`src/rtl/amo_ctrl_if.sv`:
```
// ---------------------------------------------------------------------------
// amo_pkg      : shared types for the RV32A atomic-memory-operation sequencer
//                (operation encoding, FSM states, result and memory buses).
// amo_ctrl_if  : bundle of the execute-side request, the data-memory port and
//                the result/status signals of amo_ctrl.
//                Optional port: misaligned (present with AMO_MISALIGN_EN).
// ---------------------------------------------------------------------------

package amo_pkg;

   // Decoded AMO operation; encodings 9..15 are undefined and behave as ADD
   typedef enum logic [3:0] {
      AMOADD_W  = 4'd0,
      AMOSWAP_W = 4'd1,
      AMOXOR_W  = 4'd2,
      AMOAND_W  = 4'd3,
      AMOOR_W   = 4'd4,
      AMOMIN_W  = 4'd5,
      AMOMAX_W  = 4'd6,
      AMOMINU_W = 4'd7,
      AMOMAXU_W = 4'd8
   } amoop_t;

   // Load / compute / store sequence states
   typedef enum logic [1:0] {
      AMO_IDLE = 2'd0,
      AMO_LOAD = 2'd1,
      AMO_CALC = 2'd2,
      AMO_DONE = 2'd3
   } state_t;

   // Pipeline-facing status: stall request and original memory word for rd
   typedef struct packed {
      logic        busy;
      logic [31:0] res;
   } acu_s;

   // Request to the data-memory port
   typedef struct packed {
      logic        rd_en;
      logic        wr_en;
      logic [31:0] addr;
      logic [31:0] data;
      logic [3:0]  mask;
   } amo_mem_s;

endpackage : amo_pkg

interface amo_ctrl_if;
   import amo_pkg::*;

   logic     start;
   amoop_t   amoop;
   logic [31:0] addr;
   logic [31:0] rs2;
   logic [31:0] mem_rdata;
   acu_s     acu;
   amo_mem_s mem;
   logic     done;
`ifdef AMO_MISALIGN_EN
   logic     misaligned;
`endif

`ifdef AMO_MISALIGN_EN
   // Execute stage plus memory side: issues requests, returns read data
   modport master (
      output start, amoop, addr, rs2, mem_rdata,
      input  acu, mem, done, misaligned
   );

   // The AMO sequencer itself
   modport slave (
      input  start, amoop, addr, rs2, mem_rdata,
      output acu, mem, done, misaligned
   );
`else
   // Execute stage plus memory side: issues requests, returns read data
   modport master (
      output start, amoop, addr, rs2, mem_rdata,
      input  acu, mem, done
   );

   // The AMO sequencer itself
   modport slave (
      input  start, amoop, addr, rs2, mem_rdata,
      output acu, mem, done
   );
`endif

endinterface : amo_ctrl_if

```
`src/rtl/amo_ctrl.sv`:
```
// ---------------------------------------------------------------------------
// amo_ctrl : sequencer for RV32A atomic memory operations.
//
// Each accepted request runs a fixed IDLE -> LOAD -> CALC -> DONE sequence:
// read the word, combine it with rs2, write the result back and hand the
// original word to rd. busy stalls the pipeline from the issuing cycle on.
//
// Optional feature macro: AMO_MISALIGN_EN
//   defined   : a start with addr[1:0] != 0 jumps straight to DONE with no
//               memory traffic, pulsing done and misaligned, res = 0.
//   undefined : addr[1:0] is ignored; every AMO takes the 3-cycle path.
// ---------------------------------------------------------------------------

module amo_ctrl
   import amo_pkg::*;
(
   input  logic       clk,
   input  logic       rst_n,
   amo_ctrl_if.slave  bus
);

   // ------------------------------------------------------------------------
   // State and latched operands
   // ------------------------------------------------------------------------
   state_t      r_state;
   state_t      w_state_nxt;
   amoop_t      r_amoop;
   logic [29:0] r_addr_word;   // word address; byte offset is always 00
   logic [31:0] r_rs2;
   logic [31:0] r_old;         // original memory word, also drives acu.res
   logic [31:0] r_new;         // value written back in AMO_DONE

   logic        w_accept;
   logic        w_fault;
   logic        w_fault_done;
   logic [31:0] w_new;
   logic [31:0] w_mem_addr;
   acu_s        w_acu;
   amo_mem_s    w_mem;
   logic        w_done;

`ifdef AMO_MISALIGN_EN
   logic        r_mis;         // current DONE belongs to a misaligned request
`endif

   // ------------------------------------------------------------------------
   // Read-modify-write arithmetic
   // ------------------------------------------------------------------------
   function automatic logic [31:0] amo_compute(
      input amoop_t      op,
      input logic [31:0] old_val,
      input logic [31:0] opnd
   );
      logic [31:0] result;
      case (op)
         AMOSWAP_W: result = opnd;
         AMOXOR_W:  result = old_val ^ opnd;
         AMOAND_W:  result = old_val & opnd;
         AMOOR_W:   result = old_val | opnd;
         AMOMIN_W:  result = ($signed(old_val) < $signed(opnd)) ? old_val : opnd;
         AMOMAX_W:  result = ($signed(old_val) > $signed(opnd)) ? old_val : opnd;
         AMOMINU_W: result = (old_val < opnd) ? old_val : opnd;
         AMOMAXU_W: result = (old_val > opnd) ? old_val : opnd;
         // ADD and the undefined encodings 9..15; carry out is dropped
         default:   result = old_val + opnd;
      endcase
      return result;
   endfunction

   assign w_accept   = (r_state == AMO_IDLE) && bus.start;
   assign w_mem_addr = {r_addr_word, 2'b00};

   // The word read in AMO_CALC is combined with rs2 and registered on the
   // same edge that captures it, so the store can go out in AMO_DONE.
   assign w_new = amo_compute(r_amoop, bus.mem_rdata, r_rs2);

`ifdef AMO_MISALIGN_EN
   assign w_fault      = w_accept && (bus.addr[1:0] != 2'b00);
   assign w_fault_done = (r_state == AMO_DONE) && r_mis;
`else
   logic w_unused_addr_lsb;
   assign w_unused_addr_lsb = ^bus.addr[1:0];
   assign w_fault           = 1'b0;
   assign w_fault_done      = 1'b0;
`endif

   // ------------------------------------------------------------------------
   // State register, operand latches and result registers
   // ------------------------------------------------------------------------
   // NOTE: every register here is assigned with <= so all of them sample the
   // pre-edge values of each other; a blocking = would let later statements
   // see already-updated state and silently change the pipeline timing.
   always_ff @(posedge clk) begin
      if (!rst_n) begin
         r_state     <= AMO_IDLE;
         r_amoop     <= AMOADD_W;
         r_addr_word <= '0;
         r_rs2       <= '0;
         r_old       <= '0;
         r_new       <= '0;
`ifdef AMO_MISALIGN_EN
         r_mis       <= 1'b0;
`endif
      end else begin
         r_state <= w_state_nxt;

         if (w_accept) begin
            r_amoop     <= bus.amoop;
            r_addr_word <= bus.addr[31:2];
            r_rs2       <= bus.rs2;
`ifdef AMO_MISALIGN_EN
            r_mis       <= w_fault;
`endif
         end

         if (w_fault) begin
            r_old <= '0;
         end else if (r_state == AMO_CALC) begin
            r_old <= bus.mem_rdata;
            r_new <= w_new;
         end
      end
   end

   // ------------------------------------------------------------------------
   // Next-state logic
   // ------------------------------------------------------------------------
   // NOTE: the default assignment first guarantees every path assigns the
   // variable, so no latch is inferred when a case arm leaves it untouched.
   always_comb begin
      w_state_nxt = r_state;
      case (r_state)
         AMO_IDLE: begin
            if (bus.start) begin
               w_state_nxt = w_fault ? AMO_DONE : AMO_LOAD;
            end
         end
         AMO_LOAD: w_state_nxt = AMO_CALC;
         AMO_CALC: w_state_nxt = AMO_DONE;
         AMO_DONE: w_state_nxt = AMO_IDLE;
         default:  w_state_nxt = AMO_IDLE;
      endcase
   end

   // ------------------------------------------------------------------------
   // Output decode: memory request, done pulse and stall
   // ------------------------------------------------------------------------
   always_comb begin
      w_mem      = '0;
      w_done     = 1'b0;
      w_acu.busy = bus.start || (r_state != AMO_IDLE);
      w_acu.res  = r_old;
      case (r_state)
         AMO_LOAD: begin
            w_mem.rd_en = 1'b1;
            w_mem.addr  = w_mem_addr;
         end
         AMO_DONE: begin
            w_done = 1'b1;
            if (!w_fault_done) begin
               w_mem.wr_en = 1'b1;
               w_mem.addr  = w_mem_addr;
               w_mem.data  = r_new;
               w_mem.mask  = 4'hF;
            end
         end
         default: begin
            w_mem = '0;
         end
      endcase
   end

   assign bus.acu  = w_acu;
   assign bus.mem  = w_mem;
   assign bus.done = w_done;
`ifdef AMO_MISALIGN_EN
   assign bus.misaligned = w_fault_done;
`endif

endmodule : amo_ctrl

```
`src/flat_wrapper.sv`:
```
// flat-port wrapper written by rule: the top's interface ports become plain ports
module amo_ctrl_flat import amo_pkg::*;
  (clk, rst_n, bus_start, bus_amoop, bus_addr, bus_rs2, bus_mem_rdata, bus_acu, bus_mem, bus_done);
  amo_ctrl_if bus_i ();
  input  logic clk;
  input  logic rst_n;
  input wire logic [$bits(bus_i.start)-1:0] bus_start;
  input wire logic [$bits(bus_i.amoop)-1:0] bus_amoop;
  input wire logic [$bits(bus_i.addr)-1:0] bus_addr;
  input wire logic [$bits(bus_i.rs2)-1:0] bus_rs2;
  input wire logic [$bits(bus_i.mem_rdata)-1:0] bus_mem_rdata;
  output wire logic [$bits(bus_i.acu)-1:0] bus_acu;
  output wire logic [$bits(bus_i.mem)-1:0] bus_mem;
  output wire logic [$bits(bus_i.done)-1:0] bus_done;
  assign bus_i.start = bus_start;
  assign bus_i.amoop = bus_amoop;
  assign bus_i.addr = bus_addr;
  assign bus_i.rs2 = bus_rs2;
  assign bus_i.mem_rdata = bus_mem_rdata;
  assign bus_acu = bus_i.acu;
  assign bus_mem = bus_i.mem;
  assign bus_done = bus_i.done;
  amo_ctrl u_core (.clk(clk), .rst_n(rst_n), .bus(bus_i));
endmodule
```
`config.mk`:
```
export PLATFORM = sky130hd
export DESIGN_NAME = amo_ctrl_flat
export DESIGN_NICKNAME = d
export VERILOG_FILES = /design/src/rtl/amo_ctrl_if.sv /design/src/rtl/amo_ctrl.sv /design/src/flat_wrapper.sv
export SDC_FILE = /design/constraint.sdc
export NUM_CORES = 1
export LEC_CHECK = 0
export ABC_AREA = 1
export BUFFER_PORTS_ARGS = -buffer_cell sky130_fd_sc_hd__buf_2
export CAP_MARGIN = 5
export CORE_MARGIN = 2
export CORE_UTILIZATION = 26
export CTS_CLUSTER_SIZE = 12
export DETAILED_ROUTE_END_ITERATION = 10
export SYNTH_ARGS = -nofsm -noshare
export SYNTH_HDL_FRONTEND = slang
export SYNTH_SLANG_ARGS = --single-unit
```
`constraint.sdc`:
```
create_clock -name clk -period 3.5 [get_ports clk]
set_clock_uncertainty 0.1 [all_clocks]
set_input_delay 0 -clock clk [delete_from_list [all_inputs] [get_ports clk]]
set_output_delay 0 -clock clk [all_outputs]
set_load 0.02 [all_outputs]
```
; Word level (Yosys, flattened, before mapping)
; Cells that the tools add are included.
[word_totals]
regBits = 132
inputBits = 103
word_cells = 42
[op_classes]
magnitude_cmp = 4
bitwise_logic = 3
n_reduce_logical = 5
mux = 11
addsub = 1
n_eq_ne = 12
[op_table]
columns = cell, n
row1 = $pmux W32 S8, 1
row2 = $mux W32, 5
row3 = $gt A32 B32 Y1, 2
row4 = $lt A32 B32 Y1, 2
row5 = $mux W36, 1
row6 = $add A32 B32 Y32, 1
row7 = $and A32 B32 Y32, 1
row8 = $or A32 B32 Y32, 1
row9 = $xor A32 B32 Y32, 1
row10 = $eq A4 B3 Y1 const B, 4
row11 = $eq A4 B2 Y1 const B, 2
row12 = $pmux W2 S4, 1
row13 = $eq A2 B2 Y1 const B, 2
row14 = $eq A4 B1 Y1 const B, 1
row15 = $eq A4 B4 Y1 const B, 1
row16 = $eq A2 B1 Y1 const B, 1
row17 = $logic_not A2 Y1, 1
row18 = $mux W1, 2
row19 = $mux W2, 1
row20 = $ne A2 B2 Y1 const B, 1
row21 = $reduce_bool A2 Y1, 1
row22 = $reduce_or A2 Y1, 1
row23 = $logic_and A1 B1 Y1, 1
row24 = $logic_or A1 B1 Y1, 1

; Longest topological paths before layout
[depth]
depth_word = 3
mapped_depth = 22

; Least setup slack after synthesis
; OpenSTA, ideal clock, no wires.
[synth_timing]
path_kind = register to register
from = register u_core.r_rs2[29]
to = register u_core.r_new[15]
path_stages_with_launch = 19
t_required_ps = 3291
setup_ps = 109
slack_ps = 974
arrival_ps = 2317
cell_sequence = dfxtp_1 inv_1 ha_1 inv_2 nand2_1 nor2_1 nand3_1 nor3_4 nand2_2 nand2_2 buf_6 nand2_4 nand2_4 nand3_4 buf_6 a21oi_1 nand4_1 nand2_1 inv_1
[synth_via]
elab_chain_len = 3
elab_cells_between_ends = 9
classes_between = order compare: 4 / mux: 5
[synth_lines]
columns = element, line
row1 = start: declaration, amo_ctrl.sv:29  ; logic [31:0] r_rs2;
row2 = start signal: assignment, amo_ctrl.sv:110  ; r_rs2 <= bus.rs2;
row3 = "$gt A32 B32 Y1, or another cell as far along", amo_ctrl.sv:63  ; AMOMAXU_W: result = (old_val > opnd) ? old_val : opnd;
row4 = "$mux W32, on equally long branches", --
row5 = $pmux W32 S8 *, amo_ctrl.sv:55  ; case (op)
row6 = end signal: assignment, amo_ctrl.sv:120  ; r_new <= w_new;
row7 = end: declaration, amo_ctrl.sv:31  ; logic [31:0] r_new;
; Mark *: on every way between the ends. The rest lies on a longest branch, timed or not.
; A chain may end at the register's enable or synchronous reset.

; Final worst setup path
[layout_timing]
from = register u_core.r_rs2[23]
to = register u_core.r_new[2]
; Same word-level chain as after synthesis.

==> run metrics <==
dpl hpwl roughly 31000 um; Synth Area in Compound Gates 0.245; worst setup path category register to register; Reg clk slew, reported paths 0.07 ns; GP Congestion 0.927; Critical Path RT 3.69 ns; drt first-iter violations 959; sequential cell area fraction in the yosys report 0.250; Cells after DPL 2349; proportion of layout cells with a drive suffix above 1 0.166; average cell area after synthesis between 6 and 7 um2; RSZ-0062 raised after global routing no; Detailed Route WL 41000 um; Final Non-Filler Cells 2483; Min-Delay Path Class input pin to register; Clk network pwr share 0.213; largest family of logic cells by synthesized area simple AND/OR/NAND/NOR gates; worst vdd ir 0.000467 V; Synth Area in XOR/XNOR 0.00663; Most Frequent Cell on Critical Path nand2_2; Slowest-stage cell, CP ha_1; Worst Hold Slack -0.0119 ns; final setup violating endpoints 0; post-DR vias/cell 4.88; Root Buffer clkbuf_16; Ports just over 200; Logic pwr share 0.550; Placement Rows 73; Post-synth EDFFs 0; 1st-pass router iterations 6; Post-Synth Adder-Cell Area 0.122; FILL cells 4397; Pint 4.92 mW; Tcrit/Tclk final 0.943; Die X between 200 and 250 um; post-synthesis simple-gate area fraction 0.251; WP buf/inv 3; flop and latch count out of synthesis 132; Hold Fails Final Rpt 3; DRT antenna net count 0; Top delay family on crit path simple AND/OR/NAND/NOR gates; WP depth 17; worst-margin pin slew roughly 1.1 ns; Worst Setup Start Kind register; CP Max Fanout 13; pwr dens 679 nW/um2; setup ws final 0.200 ns; pre-CTS WS 0.276 ns; Syn Std Cell Area 10600 um2; global-route wire length before repair 63400 um; overall global routing resource usage 0.193; mux contribution to synthesized area 0; Num CTS Buffers 17; total core area 39900 um2; largest net degree at the start of global routing 74; full die area 42300 um2; crit path DAT 3.49 ns; Sw Ratio 0.478; WL/cell 16.5 um; initial antenna violation count 1; total gr overflow 0; minimum clock period 3.30 ns; top_reg_cell synth dfxtp_1; max-cap viol count 0; CP Capture Type register; design area between 10000 and 15000 um2; DRC Markers 0; setup bufs post-CTS 0; P&R area growth vs syn 31.7%; hold path cells 3; leakage power between 6 and 7 nW; CTS tree built; initial core utilization 0.265; r2r worst-path depth 17; fmax between 300 and 400 MHz; run status finished with violations; sequential share of power 0.237; Slew Viols, Final 0; Post-synth ARST share 0; Distinct cells, synth 46; failing checks hold timing; # nets final about 2100; clock latency on the worst-skew pair 0.46 ns; worst-path cell chain inv_1 > ha_1 > inv_2 > a21oi_2 > o21a_1 > nand2_2 > a21oi_4 > nand2_2 > nand2_2 > nand2_4 > nand2_2 > buf_4 > nand2_1 > nand3_1 > nand2_1 > o21bai_1 > a21oi_1; Ys Warns 0; DP Area 12200 um2; setup TNS 0 ns; Rel. slew slack 0.296; PortBufs 202; die height 206 um; deepest clock path buffer count 2; switching power approximately 4.5 mW; vias in the first global route 11666; CTS sink cnt 132; via count 12112; Post-Synthesis Cells 1664; Max stage delay on crit path 0.49 ns; H-tree level count 4
-- final timing paths --
check	slack (ns)	endpoint	startpoint
max	0.20	u_core.r_new[2]	u_core.r_rs2[23]
min	-0.01	u_core.r_addr_word[2]	rst_n
max reg2reg	0.20	u_core.r_new[2]	u_core.r_rs2[23]
min reg2reg	0.35	u_core.r_addr_word[29]	u_core.r_addr_word[29]
-- sequential cells by signal, indices dropped and copies added (netlist names) --
register	flops
u_core.r_addr_word	30
u_core.r_new	32
u_core.r_state	2
u_core.r_rs2	32
u_core.r_amoop	4
u_core.r_old	32
-- metrics by stage --
| step | power [mW] | utilization |
|---|---|---|
| 6_report | 9.44 | 0.348 |
| 5_1_grt | 10.2 | 0.348 |
| 4_1_cts | 9.45 | 0.348 |
| 3_5_place_dp | 7.30 | 0.307 |
| 3_3_place_gp | 7.25 | 0.307 |
| 2_1_floorplan | 5.67 | - |
-- cell usage after synthesis (all sizes together) (2+ instances only) --
| master | count | area, um2 |
|---|---|---|
| o221ai | 2 | 17.5 |
| a211oi | 15 | 113 |
| buf | 32 | 216 |
| nand3 | 81 | 433 |
| clkinv | 2 | 7.51 |
| a31oi | 4 | 25.0 |
| nor4 | 4 | 25.0 |
| o211ai | 7 | 52.6 |
| nor3 | 13 | 101 |
| o21bai | 5 | 37.5 |
| ha | 101 | 1260 |
| o21a | 4 | 30.0 |
| a21o | 2 | 15.0 |
| xor2 | 7 | 61.3 |
| a211o | 3 | 26.3 |
| inv | 233 | 875 |
| a21boi | 2 | 15.0 |
| a21oi | 202 | 1030 |
| nand2 | 281 | 1110 |
| clkbuf | 59 | 221 |
| nor2 | 200 | 761 |
| o22ai | 37 | 231 |
| o21ai | 198 | 991 |
| nand4 | 30 | 194 |
| dfxtp | 132 | 2640 |
| nand3b | 3 | 22.5 |
-- worst min-delay path: cells and delay by family --
kind / cells / cell delay, ns
AO/OA/AOI/OAI: 2 / 0.20
buffers and inverters: 1 / 0.28
-- power groups by stage --
| stage | logic [mW] | clock network [mW] | registers, mW |
|---|---|---|---|
| final | 5.19 | 2.01 | 2.24 |
| after global routing | 5.77 | 2.12 | 2.30 |
| after CTS | 5.15 | 2.06 | 2.24 |
| after detailed placement | 5.04 | 0 | 2.27 |
| after global placement | 4.99 | 0 | 2.26 |
| after floorplan | 3.31 | 0 | 2.36 |
-- metal layers --
layer	GRT usage	share of wire	wire length, um	vias up
met3	0.0345	0.061	2500	56
met1	0.252	0.45	18400	5617
li1	-	-	-	6036
met4	0.0576	0.021	879	0
met5	0	0	0	-
met2	0.324	0.47	19100	403
-- logic make-up (layout without fill, tap and decap cells) --
| group | after synthesis | after routing |
|---|---|---|
| AO/OA/AOI/OAI | 482 | 482 |
| adder cells (fa/ha/maj) | 102 | 102 |
| flip-flops | 132 | 132 |
| other | 1 | 3 |
| buffers and inverters | 326 | 618 |
| XOR/XNOR | 8 | 8 |
| AND/OR/NAND/NOR | 613 | 613 |
-- cell usage in the layout, fill, tap and decap left out, drive strengths merged --
master       instances
a211o                3
clkbuf              18
a211oi              15
o211ai               7
o21ai              198
a21oi              202
o22ai               37
o221ai               2
nor2               200
nand3b               3
inv                237
dlygate4sd3        101
o221a                1
a31oi                4
ha                 101
clkinv               6
o21a                 4
bufinv               4
o21bai               5
conb                 2
xnor2                1
nor4                 4
nand2              281
nand3               81
diode                1
nor3                13
buf                250
dfxtp              132
a21o                 2
fa                   1
xor2                 7
nand4               30
nor3b                1
a21boi               2
clkinvlp             2
-- timing repair --
action | in CTS | in global routing
endpoints found under the hold margin | 126 | 0
hold buffers | 101 | 0
endpoints found under the setup margin | 0 | 3
gates resized for setup | 0 | 2
-- area by class of cell --
type	count	area (um2)	share of cell area
timing repair buffer	351	2450	0.176
inverter	235	882	0.0634
tap	525	657	0.0472
multi-input combinational	1207	6630	0.477
clock buffer	18	439	0.0316
sequential	132	2640	0.190
clock inverter	14	198	0.0142
antenna	1	2.50	0.000180
No activity file was read; power rests on OpenSTA's default activity.
